[src/rtl/zoom_pixel_fetch.sv]
// Maps the 640x480 display raster onto a 320x240 framebuffer with 1x/2x/4x zoom and pan.
// Read address is issued one cycle after the raster sample. Colour, sync and de come out MEM_LATENCY+2 cycles after it.
module zoom_pixel_fetch #(
    parameter int MEM_LATENCY = 2
) (
    input  logic        clk_25mhz,
    input  logic        rst,
    input  logic [15:0] h_value,
    input  logic [15:0] v_value,
    input  logic [1:0]  zoom_sel,
    input  logic [8:0]  pan_x,
    input  logic [7:0]  pan_y,
    output logic [16:0] mem_addr,
    output logic        mem_rd_en,
    input  logic [11:0] mem_data,
    output logic        h_sync,
    output logic        v_sync,
    output logic        de,
    output logic [3:0]  red,
    output logic [3:0]  green,
    output logic [3:0]  blue
);

    logic [1:0]             r_zoom;
    logic [8:0]             r_pan_x;
    logic [7:0]             r_pan_y;
    logic [16:0]            r_mem_addr;
    logic                   r_mem_rd_en;
    logic [MEM_LATENCY:0]   r_act_p;
    logic [MEM_LATENCY:0]   r_hs_p;
    logic [MEM_LATENCY:0]   r_vs_p;
    logic                   r_h_sync;
    logic                   r_v_sync;
    logic                   r_de;
    logic [11:0]            r_rgb;

    logic        w_frame_start;
    logic        w_active;
    logic        w_hs;
    logic        w_vs;
    logic [1:0]  w_zoom_nxt;
    logic [8:0]  w_pan_x_max;
    logic [7:0]  w_pan_y_max;
    logic [8:0]  w_pan_x_cl;
    logic [7:0]  w_pan_y_cl;
    logic [1:0]  w_shift;
    logic [9:0]  w_dx;
    logic [9:0]  w_dy;
    logic [9:0]  w_sx;
    logic [9:0]  w_sy;
    logic [16:0] w_sy17;
    logic [16:0] w_addr;

    assign w_frame_start = (h_value == 16'd0) && (v_value == 16'd0);
    assign w_active      = (h_value >= 16'd144) && (h_value <= 16'd783) &&
                           (v_value >= 16'd35)  && (v_value <= 16'd514);
    assign w_hs          = (h_value < 16'd96);
    assign w_vs          = (v_value < 16'd2);

    // The reserved zoom code keeps the current zoom, and the pan clamp uses that same zoom.
    assign w_zoom_nxt = (zoom_sel == 2'b11) ? r_zoom : zoom_sel;

    always_comb begin
        w_pan_x_max = 9'd240;
        w_pan_y_max = 8'd180;
        case (w_zoom_nxt)
            2'b00: begin
                w_pan_x_max = 9'd0;
                w_pan_y_max = 8'd0;
            end
            2'b01: begin
                w_pan_x_max = 9'd160;
                w_pan_y_max = 8'd120;
            end
            default: begin
                w_pan_x_max = 9'd240;
                w_pan_y_max = 8'd180;
            end
        endcase
    end

    assign w_pan_x_cl = (pan_x > w_pan_x_max) ? w_pan_x_max : pan_x;
    assign w_pan_y_cl = (pan_y > w_pan_y_max) ? w_pan_y_max : pan_y;

    // Zoom codes 00/01/10 map to shifts 1/2/3.
    assign w_shift = r_zoom + 2'd1;
    assign w_dx    = h_value[9:0] - 10'd144;
    assign w_dy    = v_value[9:0] - 10'd35;
    assign w_sx    = {1'b0, r_pan_x} + (w_dx >> w_shift);
    assign w_sy    = {2'b0, r_pan_y} + (w_dy >> w_shift);
    assign w_sy17  = {7'b0, w_sy};
    assign w_addr  = (w_sy17 << 8) + (w_sy17 << 6) + {7'b0, w_sx};

    always_ff @(posedge clk_25mhz) begin
        if (!rst) begin
            r_zoom      <= 2'b00;
            r_pan_x     <= '0;
            r_pan_y     <= '0;
            r_mem_addr  <= '0;
            r_mem_rd_en <= 1'b0;
            r_act_p     <= '0;
            r_hs_p      <= '0;
            r_vs_p      <= '0;
            r_h_sync    <= 1'b0;
            r_v_sync    <= 1'b0;
            r_de        <= 1'b0;
            r_rgb       <= '0;
        end else begin
            if (w_frame_start) begin
                r_zoom  <= w_zoom_nxt;
                r_pan_x <= w_pan_x_cl;
                r_pan_y <= w_pan_y_cl;
            end
            r_mem_rd_en <= w_active;
            if (w_active) begin
                r_mem_addr <= w_addr;
            end
            r_act_p  <= {r_act_p[MEM_LATENCY-1:0], w_active};
            r_hs_p   <= {r_hs_p[MEM_LATENCY-1:0], w_hs};
            r_vs_p   <= {r_vs_p[MEM_LATENCY-1:0], w_vs};
            r_h_sync <= r_hs_p[MEM_LATENCY];
            r_v_sync <= r_vs_p[MEM_LATENCY];
            r_de     <= r_act_p[MEM_LATENCY];
            r_rgb    <= r_act_p[MEM_LATENCY] ? mem_data : 12'h000;
        end
    end

    assign mem_addr  = r_mem_addr;
    assign mem_rd_en = r_mem_rd_en;
    assign h_sync    = r_h_sync;
    assign v_sync    = r_v_sync;
    assign de        = r_de;
    assign red       = r_rgb[11:8];
    assign green     = r_rgb[7:4];
    assign blue      = r_rgb[3:0];

endmodule

[config.mk]
export PLATFORM = sky130hd
export DESIGN_NAME = zoom_pixel_fetch
export DESIGN_NICKNAME = d
export VERILOG_FILES = /design/src/rtl/zoom_pixel_fetch.sv
export SDC_FILE = /design/constraint.sdc
export NUM_CORES = 1
export LEC_CHECK = 0
export CORE_ASPECT_RATIO = 1.25
export CORE_MARGIN = 8
export CORE_UTILIZATION = 52
export DETAILED_ROUTE_END_ITERATION = 8
export PLACE_DENSITY = 0.8
export SLEW_MARGIN = 25
export SYNTH_ARGS = -nofsm -noshare
export SYNTH_HDL_FRONTEND = slang
export SYNTH_SLANG_ARGS = --single-unit
[constraint.sdc]
create_clock -name clk_25mhz -period 6.82 [get_ports clk_25mhz]
set_input_delay 1.364 -clock clk_25mhz [delete_from_list [all_inputs] [get_ports clk_25mhz]]
set_output_delay 1.364 -clock clk_25mhz [all_outputs]
set_load 0.02 [all_outputs]
After elaboration in Yosys (flattened, before gate mapping) --
Cells that the tools add are included.
Word-level totals: logic and storage cells 44, ROM bits 0, memories kept 0, bits in registers 61, bits in latches 0, RAM bits 0
Operators by class: $mul 0, order comparisons 8, bitwise logic cells 0, shifts and indexed selects 2, add/subtract/negate cells 7, multiplexer cells 5, div/mod/pow operators 0, equality and inequality tests 2, reductions and logical operators 8
Operators by type and width (number):
- $le 16x10->1 const B | 2
- $logic_not 16->1 | 2
- $pmux 8 s2 | 2
- $shr 10x2->10 | 2
- $add 17x10->17 | 1
- $add 17x16->17 | 1
- $ge 16x6->1 const B | 1
- $ge 16x8->1 const B | 1
- $lt 16x2->1 const B | 1
- $lt 16x7->1 const B | 1
- $add 8x10->10 | 1
- $add 9x10->10 | 1
- $sub 10x6->10 const B | 1
- $sub 10x8->10 const B | 1
- $gt 9x9->1 | 1
- $mux 9 | 1
- $gt 8x8->1 | 1
- $mux 8 | 1
- $logic_and 1x1->1 | 4
- $add 2x1->2 const B | 1
- $eq 2x1->1 const B | 1
- $eq 2x2->1 const B | 1
- $logic_not 2->1 | 1
- $mux 2 | 1
- $reduce_and 2->1 | 1

Logic depth before layout (Yosys ltp) --
Gate-level depths: netlist (run 1).
depth after elaboration 6, gate-level depth with buffers 24, gate-level depth less buffers 24

Least setup slack after synthesis (run 1) --
No wires, ideal clock.
path type input -> register, start in h_value[4], end reg r_mem_addr[15] (netlist: mem_addr[15]), cell stages on the path 21, setup time 0.117 ns, data required time 6.703 ns, slack 1.124 ns, arrival time 5.579 ns, cells stage by stage inv_1 ha_1 inv_1 mux4_2 ha_1 a21oi_1 o21bai_1 a21o_1 a21oi_1 o21ai_0 xnor2_1 fa_1 inv_1 fa_1 a21o_1 a21oi_1 o21bai_1 a2111oi_0 nor3_1 xor2_1 o2bb2ai_1
Between the ends: longest elaborated chain between the ends 4, elaborated cells on any way between the ends 9, classes of those cells 3 x add/sub; 2 x order compare; 1 x shift; 3 x reduce/logical
Ends and longest elaborated chain:
- start, declared | line 8 | input logic [15:0] h_value,
- $sub 10x8->10 (tied with other cells) | line 87 | assign w_dx = h_value[9:0] - 10'd144;
- $shr 10x2->10 or $logic_and 1x1->1 (tied branches) | line 89, 55
- $add 9x10->10 or $logic_and 1x1->1 (tied branches) | line 89, 55
- $add 17x10->17 or $logic_and 1x1->1 (tied branches) | line 92, 56
- end signal, assigned | line 116 | r_mem_addr <= w_addr;
- end, declared | line 27 | logic [16:0] r_mem_addr;
Parallel ways exist; a longest one is shown, timed or not. A chain may end at the register's enable or synchronous reset.

Final worst setup path (run 1) --
Same ends and word-level chain as after synthesis.

==> impl_metrics.toml, run 1 <==
[routing]
final_antenna_net_count = 0
routed-via-count = 3980
routed_wirelength_um = 11300
detailedRoute.firstIterationViolations = 269
routed_via_count_divided_by_cell_count = 5.67
drt_first_pass_iters = 4
route.detailed.drc = 0
detail_route.wl_per_cell_um = 16.0

[timing]
fin_crit_sh_pct = 93.8
clock_period_minus_final_worst_setup_slack_ns = 6.40
final.hold.worst_slack_ns = 0.433
fin_ws_ns = 0.425
final-setup-viol-count = 0
setup_repair_after_global_routing_missed_its_margin = "false"
sum_of_negative_setup_slack_ns = 0
slew-limit-headroom_pct = 46.9
highest_clock_frequency_the_design_can_meet_mhz = 156
report.final.hold_viol_count = 0
timing.final.max_slew_violations = 0
worst_pin_slew_ns = 0.793
timing.clock.skew_ns = 0.0135

[layout]
area_growth_pct = 26.3
drive_above_1_share_pct = 7.31
fin_nets = 719
fillers = 721
final_common_cell = "sky130_fd_sc_hd__clkdlybuf4s50_1"
commonest_cells_after_routing_fill_and_taps_aside = "96 x sky130_fd_sc_hd__clkdlybuf4s50_1, 60 x sky130_fd_sc_hd__dfxtp_1, 50 x sky130_fd_sc_hd__ha_1"
post-route-util_pct = 66.4
insertedDiodeCount = 0

[clock_network]
clock_sink_count = 60
cts_max_level = 3
cts_root_buf = "sky130_fd_sc_hd__clkbuf_8"
post_cts_buffers = 0
clock_tree.buffer_depth = 2
cts_hold_buf = 0
tritoncts.num_buffers = 9
clk-insertion-delay-late_ns = 0.34
post_cts_resized = 0
cts_tree = "built"
cts.clk_slew.worst_paths_ns = 0.07

[worst_setup_path]
timing.critical_path.from_type = "input port"
critical_path_arrival_ns = 6.62
category_of_the_most_critical_setup_path = "input port to flip-flop"
crit-reg2reg-launch = "r_zoom[0]$_SDFFE_PN0P_"
required_ns = 7.05
timing.critical_path.to_type = "flip-flop"
worst_setup_sp = "h_value[4]"
setup.reg_to_reg.worst_slack_ns = 1.44
crit_path_max_fanout = 5
crit-reg2reg-capture = "mem_addr[15]$_SDFFE_PN0P_"
worstRegToRegCells = 19

[synthesis]
synth-seq-cells = 60
synth_ff_type = "sky130_fd_sc_hd__dfxtp_1"
synth_warnings = 0
synth-seq-area-share_pct = 26.9
async_flop_share_pct = 0
post_synth_num_cell_types = 68
synth.avg_cell_area_um2 = 8.84
syn-num-nets = 626
synth_enable_flop_cells = 0
syn-cell-area_um2 = 4470
netlist_instances = 506

[floorplanning]
die-area_um2 = 11800
core_area_um2 = 8510
effective_utilization_at_floorplan_pct = 52.6
die_w_um = 99.0
die_y_um = 120
io-pin-count = 98
rows = 38

[grt]
via_count_of_the_first_global_routing_pass = 3999
grt_max_degree = 34
wire_length_of_the_first_global_routing_pass_um = 18600
number_of_antenna_violations_at_the_first_check_in_global_routing = 0
grt_remaining_overflow = 0
gr-usage-all-layers_pct = 19.2

[min_path]
min_delay_worst_endpoint = "r_vs_p[1]$_SDFF_PN0_"
holdPathStages = 1
worst_hold_path_type = "flip-flop to flip-flop"
worstHoldStart = "r_vs_p[0]$_SDFF_PN0_"

[place]
port-buffer-count = 97
dpl_worst_slack_ns = 0.0660
place.detailed.hpwl_um = 9030
globalplace.congestion = 0.863

[flow_run]
drv.max_cap_violation_count = 0

[power_and_ir_drop]
worst_ir_drop_vdd_v = 0.0000845
power_density_nw_per_um2 = 154
power.static_leakage_uw = 0.00234

[status]
run_status = "finished, final reports clean"
[cell families (layout without fill, tap and decap cells)]
group	Yosys count	count (layout)	synth area share, %
AO/OA/AOI/OAI	129	129	18.6
multiplexers	31	31	8.64
XOR/XNOR	34	34	7.13
adder cells (fa/ha/maj)	55	55	16.2
buffers and inverters	53	149	5.12
AND/OR/NAND/NOR	144	144	17.5
flip-flops	60	60	26.9
[sequential cells by signal, summed over array words and instances, names as in the netlist]
| name | count |
|---|---|
| r_zoom | 2 |
| r_pan_x | 9 |
| r_rgb | 12 |
| h_sync | 1 |
| de | 1 |
| r_pan_y | 8 |
| r_vs_p | 3 |
| r_hs_p | 3 |
| r_act_p | 3 |
| v_sync | 1 |
| mem_addr | 17 |
[worst max path at each step]
stage                                 to  slack (ns)  cells past startpoint
2_1_floorplan  mem_addr[15]$_SDFFE_PN0P_        1.12                     21
3_3_place_gp   mem_addr[15]$_SDFFE_PN0P_        0.23                     22
3_5_place_dp   mem_addr[15]$_SDFFE_PN0P_        0.07                     22
4_1_cts        mem_addr[15]$_SDFFE_PN0P_        0.42                     22
5_1_grt        mem_addr[15]$_SDFFE_PN0P_        0.03                     22
6_report       mem_addr[15]$_SDFFE_PN0P_        0.42                     22
[power by group]
part | switching, uW | internal (uW) | total (uW)
Combinational | 131 | 122 | 253
Sequential | 0.00803 | 350 | 350
Clock | 133 | 136 | 269
Total | 264 | 608 | 872
[synthesized netlist by cell type, drive strengths merged (4+ instances only)]
master / instances / area (um^2)
xor2: 15 / 139
a21o: 5 / 37.5
fa: 5 / 100
mux2i: 24 / 240
o21bai: 5 / 37.5
a21boi: 4 / 33.8
xnor2: 18 / 158
nor4: 5 / 61.3
and3: 16 / 100
nand2: 32 / 120
buf: 10 / 67.6
ha: 50 / 626
mux4: 6 / 135
clkbuf: 9 / 33.8
nor3: 14 / 85.1
a31oi: 6 / 37.5
and2: 12 / 75.1
dfxtp: 60 / 1200
inv: 34 / 128
o21a: 7 / 52.6
nand3: 12 / 60.1
a211oi: 8 / 65.1
or4: 4 / 37.5
o21ai: 30 / 150
a21oi: 41 / 205
nor2: 33 / 129
[cell type report]
| type | instances | area [um^2] | share of cell area (%) |
|---|---|---|---|
| clock inverter | 3 | 15.0 | 0.266 |
| multi-input combinational | 393 | 3040 | 53.9 |
| timing repair buffer | 101 | 996 | 17.6 |
| inverter | 34 | 128 | 2.26 |
| clock buffer | 11 | 141 | 2.50 |
| sequential | 60 | 1200 | 21.3 |
| tap | 100 | 125 | 2.21 |
[critical path: stages]
cell	delay [ns]
sky130_fd_sc_hd__clkdlybuf4s50_1	0.58
sky130_fd_sc_hd__inv_1	0.14
sky130_fd_sc_hd__ha_1	0.30
sky130_fd_sc_hd__inv_1	0.06
sky130_fd_sc_hd__mux4_2	0.52
sky130_fd_sc_hd__ha_1	0.34
sky130_fd_sc_hd__a21oi_1	0.15
sky130_fd_sc_hd__o21bai_1	0.12
sky130_fd_sc_hd__a21o_1	0.20
sky130_fd_sc_hd__a21oi_1	0.20
sky130_fd_sc_hd__o21ai_0	0.14
sky130_fd_sc_hd__xnor2_1	0.16
sky130_fd_sc_hd__fa_1	0.50
sky130_fd_sc_hd__inv_1	0.06
sky130_fd_sc_hd__fa_1	0.45
sky130_fd_sc_hd__a21o_1	0.19
sky130_fd_sc_hd__a21oi_1	0.20
sky130_fd_sc_hd__o21bai_1	0.11
sky130_fd_sc_hd__a2111oi_0	0.40
sky130_fd_sc_hd__nor3_1	0.13
sky130_fd_sc_hd__xor2_1	0.16
sky130_fd_sc_hd__o2bb2ai_1	0.12
[through the flow]
stage               std cells  cell area [um^2]  power (uW)
floorplan                 506              4470         524
global placement          688              5500         602
detailed placement        688              5500         608
CTS                       702              5650         877
global route              702              5650         921
finish                    702              5650         872
[metal layers]
metal | share of wire (%) | GRT usage (%) | vias up
met4 | 3.1 | 9.43 | 0
met3 | 5.8 | 4.52 | 26
met2 | 51 | 34.7 | 116
met5 | 0 | 0 | -
li1 | - | - | 2009
met1 | 40 | 20.3 | 1829
Note: power is estimated with default switching activity, not from simulation.
==> run 2, diff against run 1 <==
--- a/config.mk
+++ b/config.mk
@@ -9,6 +9,7 @@
 export CORE_MARGIN = 8
 export CORE_UTILIZATION = 52
 export DETAILED_ROUTE_END_ITERATION = 8
+export GPL_ROUTABILITY_DRIVEN = 0
 export PLACE_DENSITY = 0.8
 export SLEW_MARGIN = 25
 export SYNTH_ARGS = -nofsm -noshare
==> impl_metrics.toml, run 2 (same netlist as run 1, synthesis figures left out) <==
[worst_setup_path]
worst_setup_sp = "h_value[4]"
required_ns = 7.05
timing.critical_path.to_type = "flip-flop"
critical_path_arrival_ns = 6.60
category_of_the_most_critical_setup_path = "input port to flip-flop"
crit-reg2reg-launch = "r_zoom[0]$_SDFFE_PN0P_"
critical_path.n_buffers_inverters = 5
slowest_stage_cell_crit_path = "sky130_fd_sc_hd__clkdlybuf4s50_1"
crit_path_top_cell_by_count = "sky130_fd_sc_hd__inv_1"
crit_path_max_fanout = 5
cp_slowest_stage_delay_ns = 0.56
timing.critical_path.from_type = "input port"
cpLargestDelayFamily = "compound AO/OA/AOI/OAI gates"

[layout]
final_common_cell = "sky130_fd_sc_hd__clkdlybuf4s50_1"
commonest_cells_after_routing_fill_and_taps_aside = "96 x sky130_fd_sc_hd__clkdlybuf4s50_1, 60 x sky130_fd_sc_hd__dfxtp_1, 50 x sky130_fd_sc_hd__ha_1"
largest_register_ffs = 17
insertedDiodeCount = 0
fillers = 690
sequential_cell_area_um2 = 1200
drive_above_1_share_pct = 7.63
area_growth_pct = 27.7
fin_nets = 718
layout.cell_area.non_filler_um2 = 5710
multi_input_area_um2 = 3040

[floorplanning]
die_y_um = 120
io-pin-count = 98
effective_utilization_at_floorplan_pct = 52.6
die_w_um = 99.0
core_area_um2 = 8510
die-area_um2 = 11800
rows = 38

[clock_network]
clock_tree.buffer_depth = 2
clk-insertion-delay-late_ns = 0.35
cts.clk_slew.worst_paths_ns = 0.07
clock_sink_count = 60
post_cts_resized = 0
post_cts_buffers = 0
cts_root_buf = "sky130_fd_sc_hd__clkbuf_8"
cts_max_level = 3
cts_tree = "built"
tritoncts.num_buffers = 9
cts_hold_buf = 0

[place]
dpl_worst_slack_ns = 0.122
port-buffer-count = 97
place.detailed.hpwl_um = 8980
postPlaceCellArea_um2 = 5490

[timing]
clock_period_minus_final_worst_setup_slack_ns = 6.37
timing.final.max_slew_violations = 0
highest_clock_frequency_the_design_can_meet_mhz = 157
sum_of_negative_setup_slack_ns = 0
report.final.hold_viol_count = 0
fin_crit_sh_pct = 93.4
timing.clock.skew_ns = 0.0104
slew-limit-headroom_pct = 49.0
worst_pin_slew_ns = 0.762
final-setup-viol-count = 0
final.hold.worst_slack_ns = 0.432
fin_ws_ns = 0.453
setup_repair_after_global_routing_missed_its_margin = "false"

[routing]
detail_route.wl_per_cell_um = 15.7
routed_wirelength_um = 11000
drt_first_pass_iters = 5
routed_via_count_divided_by_cell_count = 5.70
routed-via-count = 4009
route.detailed.drc = 0
detailedRoute.firstIterationViolations = 214
final_antenna_net_count = 0

[grt]
number_of_antenna_violations_at_the_first_check_in_global_routing = 0
via_count_of_the_first_global_routing_pass = 3877
wire_length_of_the_first_global_routing_pass_um = 18500
gr-usage-all-layers_pct = 19.0
grt_remaining_overflow = 0
grt_max_degree = 34

[min_path]
worstHoldStart = "r_hs_p[0]$_SDFF_PN0_"
worst_hold_path_type = "flip-flop to flip-flop"

[power_and_ir_drop]
worst_ir_drop_vdd_v = 0.0000865
power_density_nw_per_um2 = 168
power.static_leakage_uw = 0.00236
post-layout-total-power_uw = 960

[status]
run_status = "finished, final reports clean"

[flow_run]
drv.max_cap_violation_count = 0
## run 2: cell count changes in the layout (fill, tap and decap cells not counted)
cell,change
sky130_fd_sc_hd__clkinvlp_4,+3
sky130_fd_sc_hd__clkinv_2,-2
sky130_fd_sc_hd__clkbuf_1,-1
sky130_fd_sc_hd__buf_4,-1
sky130_fd_sc_hd__bufinv_16,+2
## run 2: through the flow
| step | std cells | util [%] |
|---|---|---|
| 5_1_grt | 703 | 67.1 |
| 3_5_place_dp | 687 | 64.5 |
| 4_1_cts | 703 | 67.2 |
| 2_1_floorplan | 506 | - |
| 3_3_place_gp | 686 | 64.4 |
| 6_report | 703 | 67.1 |
## run 2: cell type report
cell class / count / share of cell area [%]
multi-input cells: 393 / 53.3
flip-flops and latches: 60 / 21.0
repair buffers: 100 / 17.3
clock buffers: 10 / 2.41
inverters: 34 / 2.23
well taps: 100 / 2.19
clock inverters: 6 / 1.53
## run 2: path summary, 6_finish.rpt
| check | end | slack, ns | cells after the start |
|---|---|---|---|
| worst max-delay path | mem_addr[15]$_SDFFE_PN0P_ | 0.45 | 25 |
| worst min register to register | r_hs_p[1]$_SDFF_PN0_ | 0.43 | 1 |
| worst min-delay path | r_hs_p[1]$_SDFF_PN0_ | 0.43 | 1 |
| worst max register to register | mem_addr[15]$_SDFFE_PN0P_ | 1.46 | 19 |
## run 2: report_power, final
group / switching (uW) / leakage (uW) / internal (uW)
Sequential: 0.00724 / 0.000483 / 350
Clock: 143 / 0.000105 / 215
Combinational: 130 / 0.00177 / 122
Total: 273 / 0.00236 / 687
## run 2: layer usage
metal | up-vias | track usage, % | share of wire [%]
met5 | - | 0 | 0
met4 | 0 | 6.45 | 1.1
met3 | 8 | 4.69 | 4.9
met2 | 103 | 34.7 | 54
met1 | 1883 | 20.8 | 40
li1 | 2015 | - | -
==> run 3, diff against run 2 <==
--- a/config.mk
+++ b/config.mk
@@ -11,6 +11,7 @@
 export DETAILED_ROUTE_END_ITERATION = 8
 export GPL_ROUTABILITY_DRIVEN = 0
 export PLACE_DENSITY = 0.8
+export SKIP_LAST_GASP = 1
 export SLEW_MARGIN = 25
 export SYNTH_ARGS = -nofsm -noshare
 export SYNTH_HDL_FRONTEND = slang
==> results of run 3 <==
Same layout as run 2: the final DEF is identical, and so are final timing and power.
